==> src/rtl/alu_pkg.sv <==
// Shared definitions for the ALU issue path: control codes, operand-select
// encodings, function-field constants, skid FSM states and the held-beat record.
package alu_pkg;

  localparam int unsigned DATA_W = 32;

  typedef enum logic [3:0] {
    ALU_ADD = 4'b0000,
    ALU_SUB = 4'b0110,
    ALU_OR  = 4'b0001,
    ALU_AND = 4'b0010,
    ALU_XOR = 4'b1100
  } alu_ctrl_e;

  typedef enum logic [1:0] {
    ALUOP_ADD   = 2'b00,
    ALUOP_SUB   = 2'b01,
    ALUOP_RTYPE = 2'b10,
    ALUOP_ITYPE = 2'b11
  } alu_op_e;

  typedef enum logic [1:0] {
    FWD_REG   = 2'b00,
    FWD_EXMEM = 2'b01,
    FWD_MEMWB = 2'b10,
    FWD_RSVD  = 2'b11
  } fwd_sel_e;

  localparam logic [2:0] F3_ADD = 3'b000;
  localparam logic [2:0] F3_XOR = 3'b100;
  localparam logic [2:0] F3_OR  = 3'b110;
  localparam logic [2:0] F3_AND = 3'b111;

  typedef enum logic [1:0] {
    StEmpty = 2'b00,
    StOne   = 2'b01,
    StTwo   = 2'b10
  } skid_state_e;

  // One resolved ALU beat as held in a skid slot.
  typedef struct packed {
    logic [DATA_W-1:0] op_a;
    logic [DATA_W-1:0] op_b;
    alu_ctrl_e         ctrl;
    logic              illegal;
  } beat_t;

endpackage

==> src/rtl/alu_issue_stage_if.sv <==
// Decode-side and ALU-side signals of the issue stage.
// master: the issue stage itself; slave: decode/forwarding/EX-MEM environment.
interface alu_issue_stage_if;
  import alu_pkg::*;

  logic              InValid;
  logic              InReady;
  logic [DATA_W-1:0] RegA;
  logic [DATA_W-1:0] RegB;
  logic [DATA_W-1:0] Imm;
  logic              ALUSrc;
  logic [1:0]        ForwardA;
  logic [1:0]        ForwardB;
  logic [DATA_W-1:0] ExMemResult;
  logic [DATA_W-1:0] MemWbResult;
  logic [1:0]        ALUOp;
  logic [2:0]        Funct3;
  logic              Funct7b5;
  logic              Flush;
  logic              OutValid;
  logic              OutReady;
  logic [DATA_W-1:0] Mux1Out;
  logic [DATA_W-1:0] Mux2Out;
  logic [3:0]        ALUControl;
  logic              IllegalOp;

  modport master (
    input  InValid, RegA, RegB, Imm, ALUSrc, ForwardA, ForwardB, ExMemResult, MemWbResult,
    input  ALUOp, Funct3, Funct7b5, Flush, OutReady,
    output InReady, OutValid, Mux1Out, Mux2Out, ALUControl, IllegalOp
  );

  modport slave (
    output InValid, RegA, RegB, Imm, ALUSrc, ForwardA, ForwardB, ExMemResult, MemWbResult,
    output ALUOp, Funct3, Funct7b5, Flush, OutReady,
    input  InReady, OutValid, Mux1Out, Mux2Out, ALUControl, IllegalOp
  );

endinterface

==> src/rtl/alu_ctrl_decode.sv <==
// Combinational ALUOp/Funct3/Funct7b5 -> ALU control code decoder.
module alu_ctrl_decode
  import alu_pkg::*;
(
  input  logic [1:0] alu_op_i,
  input  logic [2:0] funct3_i,
  input  logic       funct7b5_i,
  output alu_ctrl_e  alu_ctrl_o,
  output logic       illegal_o
);

  // Decode the control code; unsupported functions fall back to add and flag illegal.
  always_comb begin
    alu_ctrl_o = ALU_ADD;
    illegal_o  = 1'b0;
    unique case (alu_op_e'(alu_op_i))
      ALUOP_ADD: alu_ctrl_o = ALU_ADD;
      ALUOP_SUB: alu_ctrl_o = ALU_SUB;
      ALUOP_RTYPE, ALUOP_ITYPE: begin
        case (funct3_i)
          // I-type has no subtract form, so funct7b5 only matters for R-type.
          F3_ADD:  alu_ctrl_o = (alu_op_i == ALUOP_RTYPE && funct7b5_i) ? ALU_SUB : ALU_ADD;
          F3_OR:   alu_ctrl_o = ALU_OR;
          F3_AND:  alu_ctrl_o = ALU_AND;
          F3_XOR:  alu_ctrl_o = ALU_XOR;
          default: begin
            alu_ctrl_o = ALU_ADD;
            illegal_o  = 1'b1;
          end
        endcase
      end
      default: alu_ctrl_o = ALU_ADD;
    endcase
  end

endmodule

==> src/rtl/alu_issue_stage.sv <==
// ALU issue stage: forwarding/immediate operand muxes, control decode and a
// 2-entry skid buffer with registered InReady toward decode.
module alu_issue_stage
  import alu_pkg::*;
(
  input  logic               Clk,
  input  logic               Rst_n,
  alu_issue_stage_if.master  bus
);

  skid_state_e state_q, state_d;
  beat_t       main_q, main_d;
  beat_t       skid_q, skid_d;
  logic        in_ready_q, in_ready_d;
  logic        out_valid_q, out_valid_d;

  beat_t       in_beat;
  alu_ctrl_e   dec_ctrl;
  logic        dec_illegal;
  logic        accept;

  function automatic logic [DATA_W-1:0] fwd_mux(input logic [1:0]        sel,
                                                input logic [DATA_W-1:0] reg_val,
                                                input logic [DATA_W-1:0] exmem_val,
                                                input logic [DATA_W-1:0] memwb_val);
    logic [DATA_W-1:0] res;
    case (fwd_sel_e'(sel))
      FWD_EXMEM: res = exmem_val;
      FWD_MEMWB: res = memwb_val;
      default:   res = reg_val;  // reserved select reads the register file
    endcase
    return res;
  endfunction

  alu_ctrl_decode u_decode (
    .alu_op_i   (bus.ALUOp),
    .funct3_i   (bus.Funct3),
    .funct7b5_i (bus.Funct7b5),
    .alu_ctrl_o (dec_ctrl),
    .illegal_o  (dec_illegal)
  );

  assign accept = bus.InValid & in_ready_q;

  // Resolve the incoming beat from decode-side inputs; only used on accept.
  always_comb begin
    in_beat.op_a    = fwd_mux(bus.ForwardA, bus.RegA, bus.ExMemResult, bus.MemWbResult);
    in_beat.op_b    = bus.ALUSrc ? bus.Imm
                                 : fwd_mux(bus.ForwardB, bus.RegB, bus.ExMemResult,
                                           bus.MemWbResult);
    in_beat.ctrl    = dec_ctrl;
    in_beat.illegal = dec_illegal;
  end

  // Skid FSM next state and slot loads.
  always_comb begin
    state_d = state_q;
    main_d  = main_q;
    skid_d  = skid_q;
    unique case (state_q)
      StEmpty: begin
        if (accept) begin
          main_d  = in_beat;
          state_d = StOne;
        end
      end
      StOne: begin
        if (accept && bus.OutReady) begin
          main_d = in_beat;
        end else if (accept) begin
          skid_d  = in_beat;
          state_d = StTwo;
        end else if (bus.OutReady) begin
          state_d = StEmpty;
        end
      end
      StTwo: begin
        if (bus.OutReady) begin
          main_d  = skid_q;
          state_d = StOne;
        end
      end
      default: state_d = StEmpty;
    endcase
    // Flush drops everything held, including a beat accepted this cycle.
    if (bus.Flush) begin
      state_d = StEmpty;
      main_d  = main_q;
      skid_d  = skid_q;
    end
    in_ready_d  = (state_d != StTwo);
    out_valid_d = (state_d != StEmpty);
  end

  // State, slots and registered handshake outputs.
  always_ff @(posedge Clk or negedge Rst_n) begin
    if (!Rst_n) begin
      state_q     <= StEmpty;
      main_q      <= beat_t'('0);
      skid_q      <= beat_t'('0);
      in_ready_q  <= 1'b1;
      out_valid_q <= 1'b0;
    end else begin
      state_q     <= state_d;
      main_q      <= main_d;
      skid_q      <= skid_d;
      in_ready_q  <= in_ready_d;
      out_valid_q <= out_valid_d;
    end
  end

  // ALU-facing outputs come straight from the main slot.
  always_comb begin
    bus.InReady    = in_ready_q;
    bus.OutValid   = out_valid_q;
    bus.Mux1Out    = main_q.op_a;
    bus.Mux2Out    = main_q.op_b;
    bus.ALUControl = main_q.ctrl;
    bus.IllegalOp  = main_q.illegal & out_valid_q;
  end

endmodule
==> src/flat_wrapper.sv <==
// flat-port wrapper written by rule: the top's interface ports become plain ports
module alu_issue_stage_flat import alu_pkg::*;
  (Clk, Rst_n, bus_InValid, bus_RegA, bus_RegB, bus_Imm, bus_ALUSrc, bus_ForwardA, bus_ForwardB, bus_ExMemResult, bus_MemWbResult, bus_ALUOp, bus_Funct3, bus_Funct7b5, bus_Flush, bus_OutReady, bus_InReady, bus_OutValid, bus_Mux1Out, bus_Mux2Out, bus_ALUControl, bus_IllegalOp);
  alu_issue_stage_if bus_i ();
  input  logic Clk;
  input  logic Rst_n;
  input wire logic [$bits(bus_i.InValid)-1:0] bus_InValid;
  input wire logic [$bits(bus_i.RegA)-1:0] bus_RegA;
  input wire logic [$bits(bus_i.RegB)-1:0] bus_RegB;
  input wire logic [$bits(bus_i.Imm)-1:0] bus_Imm;
  input wire logic [$bits(bus_i.ALUSrc)-1:0] bus_ALUSrc;
  input wire logic [$bits(bus_i.ForwardA)-1:0] bus_ForwardA;
  input wire logic [$bits(bus_i.ForwardB)-1:0] bus_ForwardB;
  input wire logic [$bits(bus_i.ExMemResult)-1:0] bus_ExMemResult;
  input wire logic [$bits(bus_i.MemWbResult)-1:0] bus_MemWbResult;
  input wire logic [$bits(bus_i.ALUOp)-1:0] bus_ALUOp;
  input wire logic [$bits(bus_i.Funct3)-1:0] bus_Funct3;
  input wire logic [$bits(bus_i.Funct7b5)-1:0] bus_Funct7b5;
  input wire logic [$bits(bus_i.Flush)-1:0] bus_Flush;
  input wire logic [$bits(bus_i.OutReady)-1:0] bus_OutReady;
  output wire logic [$bits(bus_i.InReady)-1:0] bus_InReady;
  output wire logic [$bits(bus_i.OutValid)-1:0] bus_OutValid;
  output wire logic [$bits(bus_i.Mux1Out)-1:0] bus_Mux1Out;
  output wire logic [$bits(bus_i.Mux2Out)-1:0] bus_Mux2Out;
  output wire logic [$bits(bus_i.ALUControl)-1:0] bus_ALUControl;
  output wire logic [$bits(bus_i.IllegalOp)-1:0] bus_IllegalOp;
  assign bus_i.InValid = bus_InValid;
  assign bus_i.RegA = bus_RegA;
  assign bus_i.RegB = bus_RegB;
  assign bus_i.Imm = bus_Imm;
  assign bus_i.ALUSrc = bus_ALUSrc;
  assign bus_i.ForwardA = bus_ForwardA;
  assign bus_i.ForwardB = bus_ForwardB;
  assign bus_i.ExMemResult = bus_ExMemResult;
  assign bus_i.MemWbResult = bus_MemWbResult;
  assign bus_i.ALUOp = bus_ALUOp;
  assign bus_i.Funct3 = bus_Funct3;
  assign bus_i.Funct7b5 = bus_Funct7b5;
  assign bus_i.Flush = bus_Flush;
  assign bus_i.OutReady = bus_OutReady;
  assign bus_InReady = bus_i.InReady;
  assign bus_OutValid = bus_i.OutValid;
  assign bus_Mux1Out = bus_i.Mux1Out;
  assign bus_Mux2Out = bus_i.Mux2Out;
  assign bus_ALUControl = bus_i.ALUControl;
  assign bus_IllegalOp = bus_i.IllegalOp;
  alu_issue_stage u_core (.Clk(Clk), .Rst_n(Rst_n), .bus(bus_i));
endmodule
==> config.mk <==
export PLATFORM = sky130hd
export DESIGN_NAME = alu_issue_stage_flat
export DESIGN_NICKNAME = d
export VERILOG_FILES = /design/src/rtl/alu_pkg.sv /design/src/rtl/alu_issue_stage_if.sv /design/src/rtl/alu_ctrl_decode.sv /design/src/rtl/alu_issue_stage.sv /design/src/flat_wrapper.sv
export SDC_FILE = /design/constraint.sdc
export NUM_CORES = 1
export LEC_CHECK = 0
export ABC_AREA = 1
export CORE_UTILIZATION = 27
export CTS_BUF_LIST = sky130_fd_sc_hd__clkbuf_16
export CTS_CLUSTER_SIZE = 24
export DETAILED_ROUTE_END_ITERATION = 8
export PLACE_DENSITY_LB_ADDON = 0.05
export SYNTH_ARGS = -nofsm -noshare
export SYNTH_HDL_FRONTEND = slang
export SYNTH_SLANG_ARGS = --single-unit
==> constraint.sdc <==
create_clock -name Clk -period 1.2 [get_ports Clk]
set_input_delay 0.36 -clock Clk [delete_from_list [all_inputs] [get_ports Clk]]
set_output_delay 0.36 -clock Clk [all_outputs]
set_load 0.05 [all_outputs]
# Word-level counts from Yosys, hierarchy flattened
# Cells that the tools add are included.
# totals
latchBits,0
mem_count,0
mem_bits_ro,0
word_cells,61
out_inout_bits,71
ff_bits,142
ramBits,0
# classes
n_mux,19
add_sub_neg,0
reduce_logical,11
n_shift,0
eq_ne,16
n_mul,0
n_lt_le_gt_ge,0
n_div,0
bitwise,4
# op_table
op,n
$mux W69,3
$pmux W69 S3,1
$pmux W32 S2,2
$mux W32,1
$pmux W4 S4,1
$mux W2,6
$pmux W4 S3,1
$eq A2 B2 Y1 const B,5
$eq A3 B3 Y1 const B,3
$eq A2 B1 Y1 const B,4
$pmux W2 S3,1
$reduce_and A5 Y1,1
$logic_not A2 Y1,2
$ne A2 B1 Y1 const B,2
$ne A2 B2 Y1 const B,2
$reduce_and A4 Y1,1
$reduce_or A4 Y1,1
$logic_not A3 Y1,1
$mux W3,1
$reduce_bool A3 Y1,1
$and A1 B1 Y1,2
$logic_and A1 B1 Y1,2
$mux W1,2
$not A1 Y1,2
2 further kinds,2

# Depth between registers and ports, before layout
# depth
ltp_word,7
ltp_mapped,11
ltp_nobuf,10

# Hierarchy
# Synthesis repeated with hierarchy kept, for this count alone.
# hier_totals
cells_unflattened,1318
area_unflattened_um2,8654.6
# modules_own_cells
mod,area_per_inst_um2,n_inst,cells_each,seq_area_each_um2
alu_issue_stage,8568.2,1,1299,3554.7
alu_ctrl_decode,86.3,1,19,0.0

# Worst setup path after synthesis
# No wires, ideal clock.
# synth_timing
kind,register -> register
from,"register u_core.in_ready_q, in the netlist u_core.bus.InReady"
to,register u_core.main_q (netlist bit u_core.bus.Mux1Out[13])
stages_incl_launch_ff,8
setup_slack_ns,-0.381
n_path_buf,2
t_arrival_ns,1.457
cell_sequence,dfstp_2 -> nand2_1 -> nand2_1 -> nand3_1 -> buf_4 -> buf_2 -> nand2_1 -> nand2_1
# synth_between
elab_chain_cells,4
# synth_lines
element,line_no,rtl
"start, declared",alu_issue_stage.sv:14,"logic in_ready_q, in_ready_d;"
"start signal, assigned",alu_issue_stage.sv:107,in_ready_q <= in_ready_d;
$and A1 B1 Y1 *,alu_issue_stage.sv:43,assign accept = bus.InValid & in_ready_q;
$logic_and A1 B1 Y1,alu_issue_stage.sv:68,if (accept && bus.OutReady) begin
$ne A2 B1 Y1 (no line),--,
$reduce_and A5 Y1 (no line) *,--,
"end signal, assigned",alu_issue_stage.sv:99,main_q <= beat_t'('0);
"end signal, assigned",alu_issue_stage.sv:105,main_q <= main_d;
"end, declared",alu_issue_stage.sv:12,"beat_t main_q, main_d;"
# Mark *: on every way between the ends. The rest lies on a longest branch, timed or not.
# A chain may end at the register's enable or synchronous reset.

# Worst setup path after layout
# layout_timing
from,register u_core.state_q[0]
to,register u_core.main_q (netlist bit u_core.bus.Mux1Out[21])
# layout_between
elab_chain_cells,3
# layout_lines
element,line_no,rtl
"start, declared",alu_issue_stage.sv:11,"skid_state_e state_q, state_d;"
"start signal, assigned",alu_issue_stage.sv:98,state_q <= StEmpty;
"start signal, assigned",alu_issue_stage.sv:104,state_q <= state_d;
"$eq A2 B1 Y1, or another cell as far along",alu_issue_stage.sv:60,unique case (state_q)
"$ne A2 B1 Y1 (no line), or another cell as far along",--,
$reduce_and A5 Y1 (no line),--,
# Several ways; a longest one is shown, not always the timed one.

==> results.json <==
{
  "synth.distinct_cells": 29,
  "n_fill_cell": 2903,
  "end_kind": "flop",
  "grt_max_degree": 43,
  "drt-total-wl_um": 39800,
  "syn_area_per_cell_sq_um": 7.03,
  "port_buffers": 246,
  "die_h_um": 180,
  "combPwrFrac": 0.429,
  "cts_inserted_buffers": 17,
  "drtPass1Iterations": 7,
  "max_freq_ghz": 0.633,
  "htree_levels": 4,
  "tightest_slew_ns": 0.433,
  "mappedNetlistNets": 1391,
  "vias": 9280,
  "clock-sinks": 142,
  "drv_slew": 0,
  "final.setup.worst_slack_ns": -0.379,
  "drt_iter0_markers": 664,
  "fin_tns_setup_ns": -56.19,
  "p_int_mw": 13.9,
  "ys_seq_area_frac": 0.417,
  "ir_drop_mv": 0.973,
  "dp_hpwl_um": 24700,
  "design.core.area_sq_um": 30800,
  "timing.final.crit_share": 1.32,
  "clk_root_buffer_cell": "clkbuf_16",
  "clk_pin_slew_ns": 0.08,
  "cp_data_required_time_ns": 1.50,
  "worstSetupStartpointType": "flop",
  "initial_core_util": 0.276,
  "rsz0062_at_grt": "yes",
  "io_pins": 247,
  "seq_power_share": 0.322,
  "violations": "DRC, setup timing",
  "clock_path_buffers": 2,
  "hp-class": "primary input to async pin",
  "cts_tree": "done",
  "globalplace.congestion": 0.845,
  "grtUsageTotal": 0.245,
  "relSlewSlack": 0.711,
  "num_rows": 64,
  "stdcell_count": 1925,
  "cp.arrival_ns": 1.88,
  "setup_violations": 213,
  "dp.cells": 1776,
  "path_class": "flop to flop",
  "max_cap_viol_count": 0,
  "power.share.clock": 0.249,
  "area_delta_synth_final_pct": 81.6,
  "min_period_ns": 1.58,
  "worst_clock_skew_ns": 0.0162,
  "grt-ovfl-total": 0,
  "cp_max_fo": 5,
  "drt_drc_violations_left": 30,
  "die_w_um": 180,
  "drt-vias-per-instance": 4.82,
  "ys_ff_latch": 142,
  "drive_gt1_frac": 0.344,
  "worst_skew_pair.late_latency_ns": 0.44,
  "synthCells": 1211,
  "hold_viol_final": 0,
  "netSwitchingFraction": 0.380,
  "grt_pass1_wl_um": 58500,
  "outcome": "finished with violations",
  "power.leakage_nw": 7.23,
  "avgRoutedWirePerCell_um": 20.7,
  "ant_nets": 0,
  "dieArea_sq_um": 32200,
  "synth.cell_area_sq_um": 8510,
  "yosysWarnings": 0,
  "final_nets": 1691,
  "powerDensity_nw_per_um2": 1450,
  "antenna_found_initial": 11,
  "switching_power_mw": 8.53,
  "grt_pass1_vias": 9336
}
layout make-up:
| cell class | count | area [sq um] | share of cell area |
|---|---|---|---|
| timing repair buffer | 425 | 5830 | 0.377 |
| multi-input combinational | 881 | 4720 | 0.305 |
| sequential | 142 | 3590 | 0.232 |
| tap | 396 | 495 | 0.0320 |
| clock buffer | 17 | 425 | 0.0275 |
| inverter | 43 | 211 | 0.0137 |
| clock inverter | 15 | 165 | 0.0107 |
| antenna | 5 | 12.5 | 0.000809 |
| timing repair inverter | 1 | 8.76 | 0.000566 |
state kept, by name (all words and copies together) (netlist names):
name and cells:
u_core.bus.OutValid 1, u_core.bus.Mux1Out 32, u_core.bus.InReady 1, u_core.bus.ALUControl 4, u_core.bus.Mux2Out 32, u_core.main_q 1, u_core.skid_q 69, u_core.state_q 2
cell families after synthesis:
logic type	share of synthesized area
buffers and inverters	0.127
XOR/XNOR	0.00103
AND/OR/NAND/NOR	0.306
adder cells (fa/ha/maj)	0.00588
flip-flops	0.417
AO/OA/AOI/OAI	0.143
cell usage in the layout, fill, tap and decap left out, types with 4 or more instances in the layout:
| cell | Yosys | routed |
|---|---|---|
| buf_16 | 0 | 30 |
| o21ai_1 | 3 | 52 |
| inv_1 | 39 | 32 |
| dfrtp_2 | 0 | 27 |
| clkdlybuf4s50_1 | 0 | 170 |
| nand2_2 | 0 | 92 |
| inv_8 | 0 | 4 |
| o21ai_0 | 119 | 57 |
| nand3_2 | 1 | 6 |
| o211ai_2 | 4 | 4 |
| dfrtp_1 | 141 | 114 |
| nor2_1 | 97 | 56 |
| nand2_1 | 518 | 397 |
| buf_6 | 7 | 23 |
| nand3_1 | 48 | 41 |
| diode_2 | 0 | 5 |
| clkbuf_16 | 0 | 21 |
| a21oi_1 | 24 | 20 |
| buf_12 | 0 | 107 |
| buf_4 | 75 | 78 |
| o21ai_2 | 4 | 16 |
| buf_8 | 1 | 5 |
| nor2_4 | 2 | 28 |
| o211ai_1 | 52 | 52 |
| nand2_4 | 0 | 29 |
| a21oi_2 | 0 | 4 |
| nor2_2 | 1 | 16 |
| inv_6 | 0 | 8 |
routing by layer:
metal | up-vias | track usage | wire length, um
met1 | 4448 | 0.325 | 17300
li1 | 4428 | - | -
met5 | - | 0 | 80
met3 | 60 | 0.0640 | 2980
met4 | 12 | 0.0800 | 957
met2 | 332 | 0.387 | 18500
worst max-delay path, stage by stage, from the launching register on:
cell and delay (ns):
dfrtp_2 0.45, buf_6 0.13, o21bai_4 0.16, nand3_4 0.13, buf_6 0.15, buf_12 0.14
clkbuf_16 0.17, nand2_2 0.05, nand2_1 0.06
power groups by stage:
stage | sequential [mW] | clock (mW) | combinational (mW)
finish | 7.22 | 5.58 | 9.63
global route | 7.37 | 5.89 | 10.2
CTS | 7.15 | 5.69 | 8.78
detailed placement | 7.08 | 0 | 7.77
global placement | 7.09 | 0 | 7.73
floorplan | 6.60 | 0 | 4.80
path summary, 6_finish.rpt:
check,from,end,slack [ns],depth (start not counted)
worst min-delay path,Rst_n,u_core.bus.Mux1Out[27],0.34,2
max in group asynchronous,Rst_n,u_core.bus.Mux1Out[17],0.29,3
worst max-delay path,u_core.state_q[0],u_core.bus.Mux1Out[21],-0.38,8
worst max register to register,u_core.state_q[0],u_core.bus.Mux1Out[21],-0.38,8
min in group Clk,u_core.skid_q[2],u_core.skid_q[2],0.48,2
worst min register to register,u_core.skid_q[2],u_core.skid_q[2],0.48,2
per-stage QoR:
step / util / setup WS (ns) / total power [mW] / hold slack, ns / cell area (sq um)
detailed placement: 0.394 / -0.974 / 14.8 / 0.232 / 12100
global route: 0.501 / -0.441 / 23.5 / 0.362 / 15500
global placement: 0.394 / -0.961 / 14.8 / 0.232 / 12100
finish: 0.502 / -0.379 / 22.4 / 0.345 / 15500
CTS: 0.475 / -0.367 / 21.6 / 0.349 / 14600
floorplan: - / -0.333 / 11.4 / 0.0644 / 8700
what timing repair did:
item	4_1_cts	5_1_grt
gates cloned	33	5
endpoints found under the setup margin	213	213
pin swaps	35	27
buffers inserted	36	41
hold buffers	1	0
endpoints found under the hold margin	12	0
resized for setup	279	138
synth_stat cells:
cell type    n  area [sq um]
nand2_1    518          1940
dfrtp_1    141          3530
o21ai_0    119           596
nor2_1      97           364
buf_4       75           563
o211ai_1    52           390
nand3_1     48           240
inv_1       39           146
clkbuf_1    37           139
a21oi_1     24           120
buf_2       24           120
buf_6        7          78.8
ha_1         4          50.1
o211ai_2     4          50.1
o21ai_2      4          35.0
o21ai_1      3          15.0
inv_2        2          7.51
nor2_4       2          22.5
buf_1        1          3.75
buf_8        1          15.0
clkinv_1     1          3.75
clkinv_2     1          5.00
dfstp_2      1          26.3
nand3_2      1          10.0
nand3b_1     1          7.51
nand4_1      1          6.26
nor2_2       1          6.26
o21bai_2     1          11.3
xor2_1       1          8.76
Power figures use the tool's default switching activity.
